===== src/rtl/axil_mitm_tap.sv =====
// AXI4-Lite man-in-the-middle tap. Forwards write/read transactions downstream,
// answering accesses inside a watch window locally with SLVERR when block_en is high.
// Independent write and read FSMs, one outstanding transaction each, with
// saturating statistics counters.
// Optional: define AXIL_MITM_TAP_TIMEOUT_EN for the downstream response timeout.
module axil_mitm_tap #(
  parameter int unsigned           ADDR_WIDTH = 32,
  parameter int unsigned           DATA_WIDTH = 32,
  parameter int unsigned           STRB_WIDTH = DATA_WIDTH / 8,
  parameter logic [ADDR_WIDTH-1:0] WATCH_BASE = '0,
  parameter logic [ADDR_WIDTH-1:0] WATCH_MASK = '0,
  parameter int unsigned           TIMEOUT    = 256,
  parameter int unsigned           CNT_WIDTH  = 16
) (
  input  logic                  clk,
  input  logic                  rst,
  input  logic [ADDR_WIDTH-1:0] s_axil_awaddr,
  input  logic [2:0]            s_axil_awprot,
  input  logic                  s_axil_awvalid,
  output logic                  s_axil_awready,
  input  logic [DATA_WIDTH-1:0] s_axil_wdata,
  input  logic [STRB_WIDTH-1:0] s_axil_wstrb,
  input  logic                  s_axil_wvalid,
  output logic                  s_axil_wready,
  output logic [1:0]            s_axil_bresp,
  output logic                  s_axil_bvalid,
  input  logic                  s_axil_bready,
  input  logic [ADDR_WIDTH-1:0] s_axil_araddr,
  input  logic [2:0]            s_axil_arprot,
  input  logic                  s_axil_arvalid,
  output logic                  s_axil_arready,
  output logic [DATA_WIDTH-1:0] s_axil_rdata,
  output logic [1:0]            s_axil_rresp,
  output logic                  s_axil_rvalid,
  input  logic                  s_axil_rready,
  output logic [ADDR_WIDTH-1:0] m_axil_awaddr,
  output logic [2:0]            m_axil_awprot,
  output logic                  m_axil_awvalid,
  input  logic                  m_axil_awready,
  output logic [DATA_WIDTH-1:0] m_axil_wdata,
  output logic [STRB_WIDTH-1:0] m_axil_wstrb,
  output logic                  m_axil_wvalid,
  input  logic                  m_axil_wready,
  input  logic [1:0]            m_axil_bresp,
  input  logic                  m_axil_bvalid,
  output logic                  m_axil_bready,
  output logic [ADDR_WIDTH-1:0] m_axil_araddr,
  output logic [2:0]            m_axil_arprot,
  output logic                  m_axil_arvalid,
  input  logic                  m_axil_arready,
  input  logic [DATA_WIDTH-1:0] m_axil_rdata,
  input  logic [1:0]            m_axil_rresp,
  input  logic                  m_axil_rvalid,
  output logic                  m_axil_rready,
  input  logic                  block_en,
  output logic [CNT_WIDTH-1:0]  wr_count,
  output logic [CNT_WIDTH-1:0]  rd_count,
  output logic [CNT_WIDTH-1:0]  err_count
);

  typedef enum logic [1:0] {StIdle, StFwd, StWait, StResp} state_e;

  localparam logic [1:0] RespSlvErr = 2'b10;

  function automatic logic in_window(input logic [ADDR_WIDTH-1:0] a);
    return (WATCH_MASK != '0) && ((a & WATCH_MASK) == (WATCH_BASE & WATCH_MASK));
  endfunction

  state_e                wr_st_q, rd_st_q;
  logic                  aw_held_q, w_held_q, wr_local_q, rd_local_q;
  logic [ADDR_WIDTH-1:0] awaddr_q;
  logic [2:0]            awprot_q;
  logic [DATA_WIDTH-1:0] wdata_q;
  logic [STRB_WIDTH-1:0] wstrb_q;
  logic [CNT_WIDTH-1:0]  wr_cnt_q, rd_cnt_q, err_cnt_q, err_cnt_d;
  logic [CNT_WIDTH:0]    err_sum;
`ifdef AXIL_MITM_TAP_TIMEOUT_EN
  logic [31:0]           wr_timer_q, rd_timer_q;
  logic                  wr_stale_q, rd_stale_q;
`endif

  // Slave-side readiness is decoded purely from registered state.
`ifdef AXIL_MITM_TAP_TIMEOUT_EN
  assign s_axil_awready = (wr_st_q == StIdle) && !aw_held_q && !wr_stale_q;
  assign s_axil_wready  = (wr_st_q == StIdle) && !w_held_q && !wr_stale_q;
  assign s_axil_arready = (rd_st_q == StIdle) && !rd_stale_q;
`else
  assign s_axil_awready = (wr_st_q == StIdle) && !aw_held_q;
  assign s_axil_wready  = (wr_st_q == StIdle) && !w_held_q;
  assign s_axil_arready = (rd_st_q == StIdle);
`endif

  logic                  aw_fire, w_fire, aw_have, w_have, ar_fire;
  logic [ADDR_WIDTH-1:0] awaddr_eff;
  logic [2:0]            awprot_eff;
  logic [DATA_WIDTH-1:0] wdata_eff;
  logic [STRB_WIDTH-1:0] wstrb_eff;
  logic                  wr_done, rd_done, wr_err, rd_err;

  // A beat captured this cycle counts as held so the decision costs no extra cycle.
  assign aw_fire    = s_axil_awvalid && s_axil_awready;
  assign w_fire     = s_axil_wvalid && s_axil_wready;
  assign ar_fire    = s_axil_arvalid && s_axil_arready;
  assign aw_have    = aw_held_q || aw_fire;
  assign w_have     = w_held_q || w_fire;
  assign awaddr_eff = aw_held_q ? awaddr_q : s_axil_awaddr;
  assign awprot_eff = aw_held_q ? awprot_q : s_axil_awprot;
  assign wdata_eff  = w_held_q ? wdata_q : s_axil_wdata;
  assign wstrb_eff  = w_held_q ? wstrb_q : s_axil_wstrb;
  assign wr_done    = (wr_st_q == StResp) && s_axil_bvalid && s_axil_bready;
  assign rd_done    = (rd_st_q == StResp) && s_axil_rvalid && s_axil_rready;
  assign wr_err     = wr_done && wr_local_q;
  assign rd_err     = rd_done && rd_local_q;

  // Write path FSM: collect AW/W, decide block vs forward, relay or synthesize B.
  always_ff @(posedge clk) begin
    if (rst) begin
      wr_st_q <= StIdle;
      aw_held_q <= 1'b0;
      w_held_q <= 1'b0;
      wr_local_q <= 1'b0;
      awaddr_q <= '0;
      awprot_q <= '0;
      wdata_q <= '0;
      wstrb_q <= '0;
      m_axil_awaddr <= '0;
      m_axil_awprot <= '0;
      m_axil_awvalid <= 1'b0;
      m_axil_wdata <= '0;
      m_axil_wstrb <= '0;
      m_axil_wvalid <= 1'b0;
      m_axil_bready <= 1'b0;
      s_axil_bresp <= '0;
      s_axil_bvalid <= 1'b0;
`ifdef AXIL_MITM_TAP_TIMEOUT_EN
      wr_timer_q <= '0;
      wr_stale_q <= 1'b0;
`endif
    end else begin
      unique case (wr_st_q)
        StIdle: begin
          if (aw_fire) begin
            aw_held_q <= 1'b1;
            awaddr_q <= s_axil_awaddr;
            awprot_q <= s_axil_awprot;
          end
          if (w_fire) begin
            w_held_q <= 1'b1;
            wdata_q <= s_axil_wdata;
            wstrb_q <= s_axil_wstrb;
          end
          if (aw_have && w_have) begin
            aw_held_q <= 1'b0;
            w_held_q <= 1'b0;
            if (block_en && in_window(awaddr_eff)) begin
              s_axil_bresp <= RespSlvErr;
              s_axil_bvalid <= 1'b1;
              wr_local_q <= 1'b1;
              wr_st_q <= StResp;
            end else begin
              m_axil_awaddr <= awaddr_eff;
              m_axil_awprot <= awprot_eff;
              m_axil_wdata <= wdata_eff;
              m_axil_wstrb <= wstrb_eff;
              m_axil_awvalid <= 1'b1;
              m_axil_wvalid <= 1'b1;
              wr_local_q <= 1'b0;
              wr_st_q <= StFwd;
            end
          end
        end
        StFwd: begin
          if (m_axil_awready) m_axil_awvalid <= 1'b0;
          if (m_axil_wready) m_axil_wvalid <= 1'b0;
          if ((!m_axil_awvalid || m_axil_awready) && (!m_axil_wvalid || m_axil_wready)) begin
            m_axil_bready <= 1'b1;
            wr_st_q <= StWait;
`ifdef AXIL_MITM_TAP_TIMEOUT_EN
            wr_timer_q <= '0;
`endif
          end
        end
        StWait: begin
          if (m_axil_bvalid) begin
            s_axil_bresp <= m_axil_bresp;
            s_axil_bvalid <= 1'b1;
            m_axil_bready <= 1'b0;
            wr_st_q <= StResp;
`ifdef AXIL_MITM_TAP_TIMEOUT_EN
          end else if (wr_timer_q == 32'(TIMEOUT - 1)) begin
            // Keep bready high so the late response is swallowed while stale.
            s_axil_bresp <= RespSlvErr;
            s_axil_bvalid <= 1'b1;
            wr_local_q <= 1'b1;
            wr_stale_q <= 1'b1;
            wr_st_q <= StResp;
          end else begin
            wr_timer_q <= wr_timer_q + 32'd1;
`endif
          end
        end
        StResp: begin
          if (s_axil_bready) begin
            s_axil_bvalid <= 1'b0;
            wr_st_q <= StIdle;
          end
        end
      endcase
`ifdef AXIL_MITM_TAP_TIMEOUT_EN
      if (wr_stale_q && m_axil_bvalid) begin
        wr_stale_q <= 1'b0;
        m_axil_bready <= 1'b0;
      end
`endif
    end
  end

  // Read path FSM: same shape as the write path with a single AR beat.
  always_ff @(posedge clk) begin
    if (rst) begin
      rd_st_q <= StIdle;
      rd_local_q <= 1'b0;
      m_axil_araddr <= '0;
      m_axil_arprot <= '0;
      m_axil_arvalid <= 1'b0;
      m_axil_rready <= 1'b0;
      s_axil_rdata <= '0;
      s_axil_rresp <= '0;
      s_axil_rvalid <= 1'b0;
`ifdef AXIL_MITM_TAP_TIMEOUT_EN
      rd_timer_q <= '0;
      rd_stale_q <= 1'b0;
`endif
    end else begin
      unique case (rd_st_q)
        StIdle: begin
          if (ar_fire) begin
            if (block_en && in_window(s_axil_araddr)) begin
              s_axil_rdata <= '0;
              s_axil_rresp <= RespSlvErr;
              s_axil_rvalid <= 1'b1;
              rd_local_q <= 1'b1;
              rd_st_q <= StResp;
            end else begin
              m_axil_araddr <= s_axil_araddr;
              m_axil_arprot <= s_axil_arprot;
              m_axil_arvalid <= 1'b1;
              rd_local_q <= 1'b0;
              rd_st_q <= StFwd;
            end
          end
        end
        StFwd: begin
          if (m_axil_arready) begin
            m_axil_arvalid <= 1'b0;
            m_axil_rready <= 1'b1;
            rd_st_q <= StWait;
`ifdef AXIL_MITM_TAP_TIMEOUT_EN
            rd_timer_q <= '0;
`endif
          end
        end
        StWait: begin
          if (m_axil_rvalid) begin
            s_axil_rdata <= m_axil_rdata;
            s_axil_rresp <= m_axil_rresp;
            s_axil_rvalid <= 1'b1;
            m_axil_rready <= 1'b0;
            rd_st_q <= StResp;
`ifdef AXIL_MITM_TAP_TIMEOUT_EN
          end else if (rd_timer_q == 32'(TIMEOUT - 1)) begin
            s_axil_rdata <= '0;
            s_axil_rresp <= RespSlvErr;
            s_axil_rvalid <= 1'b1;
            rd_local_q <= 1'b1;
            rd_stale_q <= 1'b1;
            rd_st_q <= StResp;
          end else begin
            rd_timer_q <= rd_timer_q + 32'd1;
`endif
          end
        end
        StResp: begin
          if (s_axil_rready) begin
            s_axil_rvalid <= 1'b0;
            rd_st_q <= StIdle;
          end
        end
      endcase
`ifdef AXIL_MITM_TAP_TIMEOUT_EN
      if (rd_stale_q && m_axil_rvalid) begin
        rd_stale_q <= 1'b0;
        m_axil_rready <= 1'b0;
      end
`endif
    end
  end

  // Write and read local errors can land together, so sum both before saturating.
  always_comb begin
    err_sum = {1'b0, err_cnt_q} + {{CNT_WIDTH{1'b0}}, wr_err} + {{CNT_WIDTH{1'b0}}, rd_err};
    err_cnt_d = err_sum[CNT_WIDTH] ? '1 : err_sum[CNT_WIDTH-1:0];
  end

  // Saturating statistics counters, bumped at the slave-side response handshake.
  always_ff @(posedge clk) begin
    if (rst) begin
      wr_cnt_q <= '0;
      rd_cnt_q <= '0;
      err_cnt_q <= '0;
    end else begin
      if (wr_done && (wr_cnt_q != '1)) wr_cnt_q <= wr_cnt_q + 1'b1;
      if (rd_done && (rd_cnt_q != '1)) rd_cnt_q <= rd_cnt_q + 1'b1;
      err_cnt_q <= err_cnt_d;
    end
  end

  assign wr_count  = wr_cnt_q;
  assign rd_count  = rd_cnt_q;
  assign err_count = err_cnt_q;

endmodule


===== config.mk =====
export PLATFORM = sky130hd
export DESIGN_NAME = axil_mitm_tap
export DESIGN_NICKNAME = d
export VERILOG_FILES = /design/src/rtl/axil_mitm_tap.sv
export SDC_FILE = /design/constraint.sdc
export NUM_CORES = 1
export LEC_CHECK = 0
export ABC_AREA = 1
export BUFFER_PORTS_ARGS = -buffer_cell sky130_fd_sc_hd__buf_2
export CAP_MARGIN = 20
export CORE_ASPECT_RATIO = 0.7
export CORE_UTILIZATION = 45
export DETAILED_ROUTE_END_ITERATION = 7
export MAX_ROUTING_LAYER = met4
export PLACE_DENSITY = 0.74
export SKIP_CTS_REPAIR_TIMING = 1
export SLEW_MARGIN = 20
export SYNTH_ARGS = -nofsm -noshare
export SYNTH_HDL_FRONTEND = slang
export SYNTH_SLANG_ARGS = --single-unit

===== constraint.sdc =====
create_clock -name clk -period 2.6 [get_ports clk]
set_input_delay 0.39 -clock clk [delete_from_list [all_inputs] [get_ports clk]]
set_output_delay 0.39 -clock clk [all_outputs]
set_load 0.1 [all_outputs]

Word-level counts from Yosys, hierarchy flattened
Index checks and enable logic that the tools add are counted.

word-level totals
  register bits after elaboration = 274

operators by class
  add/subtract/negate cells = 2
  equality and inequality tests = 18
  multiplexer cells = 38
  reduce and logical (&&, ||, !) cells = 48

operator list
  operator                                               number
  2-to-1 mux 32 bit                                      2
  adder 16 x 1 -> 16 bit, second input constant          2
  inequality test 16 bit, second input constant          2
  AND reduction 3 bit                                    7
  2-to-1 mux 1 bit                                       17
  2-to-1 mux 2 bit                                       8
  inequality test 2 bit, second input constant           8
  case mux 2 bit (4 select lines)                        2
  AND reduction 2 bit                                    8
  nonzero test 2 bit                                     8
  case mux 1 bit (2 select lines)                        7
  logical AND 1 bit                                      13
  equality test 2 bit, second input constant             4
  AND reduction 4 bit                                    2
  equality test 2 x 1 -> 1 bit, second input constant    2
  zero test 1 bit                                        4
  zero test 2 bit                                        2
  logical OR 1 bit                                       4
  2-to-1 mux 4 bit                                       1
  inequality test 2 x 1 -> 1 bit, second input constant  2
  2-to-1 mux 3 bit                                       1

Logic depth before layout (Yosys ltp)
  word-level depth = 7
  mapped depth = 10

Worst setup path after synthesis
No wires, ideal clock.

  path type = register to output
  start point = register wr_st_q[0]
  end point = output s_axil_awready
  data arrival time = 2054 ps
  required time = 2210 ps
  slack = 156 ps
  stages on the path, launching flop included = 6
  path buffers = 1
  cell sequence = dfxtp_1 -> inv_1 -> ha_1 -> buf_2 -> inv_1 -> nor2_1

on the way
  longest elaborated chain between the ends = 2

ends and longest elaborated chain
  item                    RTL line  source
  from (decl)             69        state_e wr_st_q, rd_st_q;
  from (signal assigned)  118       wr_st_q <= StIdle;
  from (signal assigned)  159       wr_st_q <= StResp;
  from (signal assigned)  168       wr_st_q <= StFwd;
  zero test 2 bit         88        assign s_axil_awready = (wr_st_q == StIdle) && !aw_held_q;
  logical AND 1 bit       88
  to (decl)               20        output logic s_axil_awready,

No other way between the ends.

Worst setup path in the final report
  start point = register wr_st_q[1]
  end point = output s_axil_wready

on the way
  longest elaborated chain between the ends = 2

ends and longest elaborated chain
  item               RTL line  source
  zero test 2 bit    89        assign s_axil_wready = (wr_st_q == StIdle) && !w_held_q;
  logical AND 1 bit  89
  to (decl)          24        output logic s_axil_wready,

No other way between the ends.

==> key figures <==
Setup path
  • Crit path max fanout: 9
  • Slowest CP cell: ha_1
  • Critical Path Most Common Cell: inv_1
  • Crit path max-delay family: buffers and inverters
  • Kind of end point of the critical path: output pin
  • CP max stage delay: 0.38 ns
  • CP Data Required Time: 2.21 ns
  • CP cell instances: inv_1 -> ha_1 -> inv_1 -> nor2_2 -> buf_12
  • Worst path bufs/invs: 3
  • Crit path kind: register to output pin
  • Type of origin of the critical path: register
  • Arrival @ worst endpoint: 2.07 ns

Global routing
  • Gr usage total: 0.255
  • Largest net degree at the start of global routing: 72
  • Antenna violations before repair: 8
  • Remaining global-route overflow: 0
  • First-pass GRT wire length: 50400 um
  • Vias in the first global route: 9815

Clocking
  • Worst skew pair latency: 0.52 ns
  • CTS tree: yes
  • Clock transition at the registers of the reported paths: 0.06 ns
  • Clock Sinks: 258
  • CTS root buf: clkbuf_16
  • Max clock buf depth: 3
  • CTS buffer count: 26
  • H-tree levels: 1

Pwr
  • Total Power: 0.0193 W
  • LEAKAGE: 6.34 nW
  • Maximum vdd drop: 0.942 mV
  • Pwr/cell area: 1420 nW/um^2

Cells and area
  • Layout filler cell count: 2189
  • Final Util: 0.587
  • Final #Nets: 1986
  • Layout cells sized above 1: 0.227
  • Layout area overhead: 25.9%

Logic synthesis
  • Register area share after synthesis: 0.480
  • Synthesized cell area: 10800 um^2
  • FF+latch count, synth: 258
  • Mean post-synth cell area: 7.06 um^2
  • Post-synth cell types: 30
  • Mapped Cells: 1525
  • Yosys warns: 0

Flow run
  • Max Cap Violations: 0

Floorplan
  • Initial Utilization: 0.466
  • Floorplan core area: 23100 um^2
  • Die span in y: 131 um
  • Die area: 24600 um^2
  • Chip width: 187 um
  • # rows: 46
  • # IOs: 355

STA
  • RSZ-0062 raised after global routing: no
  • Post-route setup TNS: 0 ns
  • Fraction of the cycle the final worst path needs: 0.944
  • Minimum clock period: 2.46 ns
  • Fmax: 0.407 GHz
  • Relative slew slack: 0.498
  • Hold Vio Cnt, Final: 0
  • Endpoints failing setup: 0
  • Clk_skew: 0.00976 ns
  • Worst-Margin Slew: 0.753 ns
  • Max-slew violation count: 0

Drt
  • Routed WL: 31300 um
  • Detail Route Antenna Nets: 0
  • Drc violations: 0
  • Drt pass-1 iters: 5
  • Detailed Route Iter0 Violations: 596
  • Via count: 10800
  • Number of vias per cell: 4.99
  • Routed wire per std cell: 14.5 um

Place
  • DP Wirelength: 21500 um
  • Routability congestion estimate: 0.902
  • IO buf count: 337

Min path
  • Worst min path class: input port to register

Run status
  • Status: finished clean
[power by group]
part	internal (W)	switching, W
sequential	0.00499	0.000473
clock	0.00248	0.00158
combinational	0.00163	0.00814
total	0.00910	0.0102
[placed cells by master, fill, tap and decap left out]
cell type and n:
clkbuf_8 7, inv_2 2, o21ai_2 1, buf_12 3
o21ai_0 161, dfxtp_1 258, a31oi_1 1, nand2_1 280
nor2_1 344, or2_2 1, inv_4 1, bufinv_16 4
nand2_2 3, nand3b_1 2, a21oi_1 106, nand3_2 1
o21ai_1 70, nor2_2 4, xnor2_1 3, clkbuf_1 2
xor2_1 8, clkbuf_4 1, ha_1 10, inv_1 84
conb_1 16, buf_4 20, buf_2 335, clkbuf_16 27
a21oi_2 2, a221oi_1 1, clkinv_2 5, a311oi_1 2
clkinvlp_4 1, nand3_1 58, diode_2 8, a211oi_1 1
nand4_1 8, nor3_1 3, clkinv_1 3
[final timing paths]
path                                         to                      start  depth (start not counted)  slack (ns)
hold reg to reg       awaddr_q[22]$_SDFFE_PP0P_  awaddr_q[22]$_SDFFE_PP0P_                          2        0.44
hold / removal       s_axil_rvalid$_SDFFE_PP0P_              s_axil_rready                          2         0.1
setup reg to reg  m_axil_wdata[15]$_SDFFE_PP0P_    wr_st_q[1]$_SDFFE_PP0P_                          9        0.62
setup / recovery                  s_axil_wready    wr_st_q[1]$_SDFFE_PP0P_                          5        0.14
[through the flow]
step | instances | worst slack (ns) | hold slack [ns] | area, um^2
2_1_floorplan | 1540 | 0.156 | 0.424 | 10800
3_3_place_gp | 2105 | 0.668 | 0.431 | 12600
3_5_place_dp | 2105 | 0.637 | 0.437 | 12600
4_1_cts | 2151 | 0.0852 | 0.0722 | 13500
5_1_grt | 2159 | 0.0303 | 0.0912 | 13500
6_report | 2159 | 0.145 | 0.0975 | 13500
[cell type report]
cell class | instances | area, um^2 | area share
Tap cell | 312 | 390 | 0.0288
Antenna cell | 8 | 20.0 | 0.00148
Multi-Input combinational cell | 1086 | 4810 | 0.355
Clock inverter | 10 | 153 | 0.0113
Sequential cell | 258 | 5160 | 0.381
Inverter | 90 | 340 | 0.0251
Clock buffer | 36 | 779 | 0.0575
Timing Repair Buffer | 359 | 1890 | 0.140
[synth_stat cells]
master	instances	area, um^2
a211oi_1	1	7.51
a21oi_1	106	531
a21oi_2	2	17.5
a221oi_1	1	8.76
a311oi_1	2	17.5
a31oi_1	1	6.26
buf_1	1	3.75
buf_2	21	105
buf_4	25	188
clkbuf_1	59	221
clkinv_1	4	15.0
conb_1	1	3.75
dfxtp_1	258	5160
ha_1	10	125
inv_1	84	315
inv_2	2	7.51
nand2_1	280	1050
nand2_2	3	18.8
nand3_1	59	295
nand3b_1	2	15.0
nand4_1	8	50.1
nor2_1	345	1290
nor2_2	3	18.8
nor3_1	3	15.0
o21ai_0	161	806
o21ai_1	70	350
o21ai_2	1	8.76
or2_2	1	6.26
xnor2_1	3	26.3
xor2_1	8	70.1
[kinds of logic (layout without fill, tap and decap cells)]
logic type	count (synthesis)	count (layout)	synth area share
simple gates	704	704	0.257
compound gates	345	345	0.163
flops	258	258	0.480
buf+inv	196	495	0.0795
xor+xnor	11	11	0.00895
fa+ha+maj	10	10	0.0116
other cells	1	24	0.000348
[worst reg2reg max path: stages, from the launching register on]
cell	delay, ns
dfxtp_1	0.34
inv_1	0.10
ha_1	0.38
a21oi_2	0.13
nor2_2	0.18
nand2_2	0.10
inv_2	0.07
buf_4	0.38
nor2_1	0.10
nor2_1	0.13
[flip-flops by register name, summed over array words and instances (netlist names), 2 cells and up]
register	cells
m_axil_awaddr	32
wstrb_q	4
m_axil_awprot	3
s_axil_rresp	2
wdata_q	32
wr_st_q	2
rd_st_q	2
m_axil_wstrb	4
awaddr_q	32
m_axil_wdata	32
s_axil_bresp	2
m_axil_araddr	32
wr_count	16
awprot_q	3
s_axil_rdata	32
rd_count	16
m_axil_arprot	3
[per-layer routing]
metal	track usage	part of all wire	up-vias
met5	-	0	-
met4	0.0788	0.030	0
met3	0.0638	0.085	66
met2	0.402	0.46	393
met1	0.322	0.42	4871
li1	-	-	5453
Note: power is estimated with default switching activity, not from simulation.
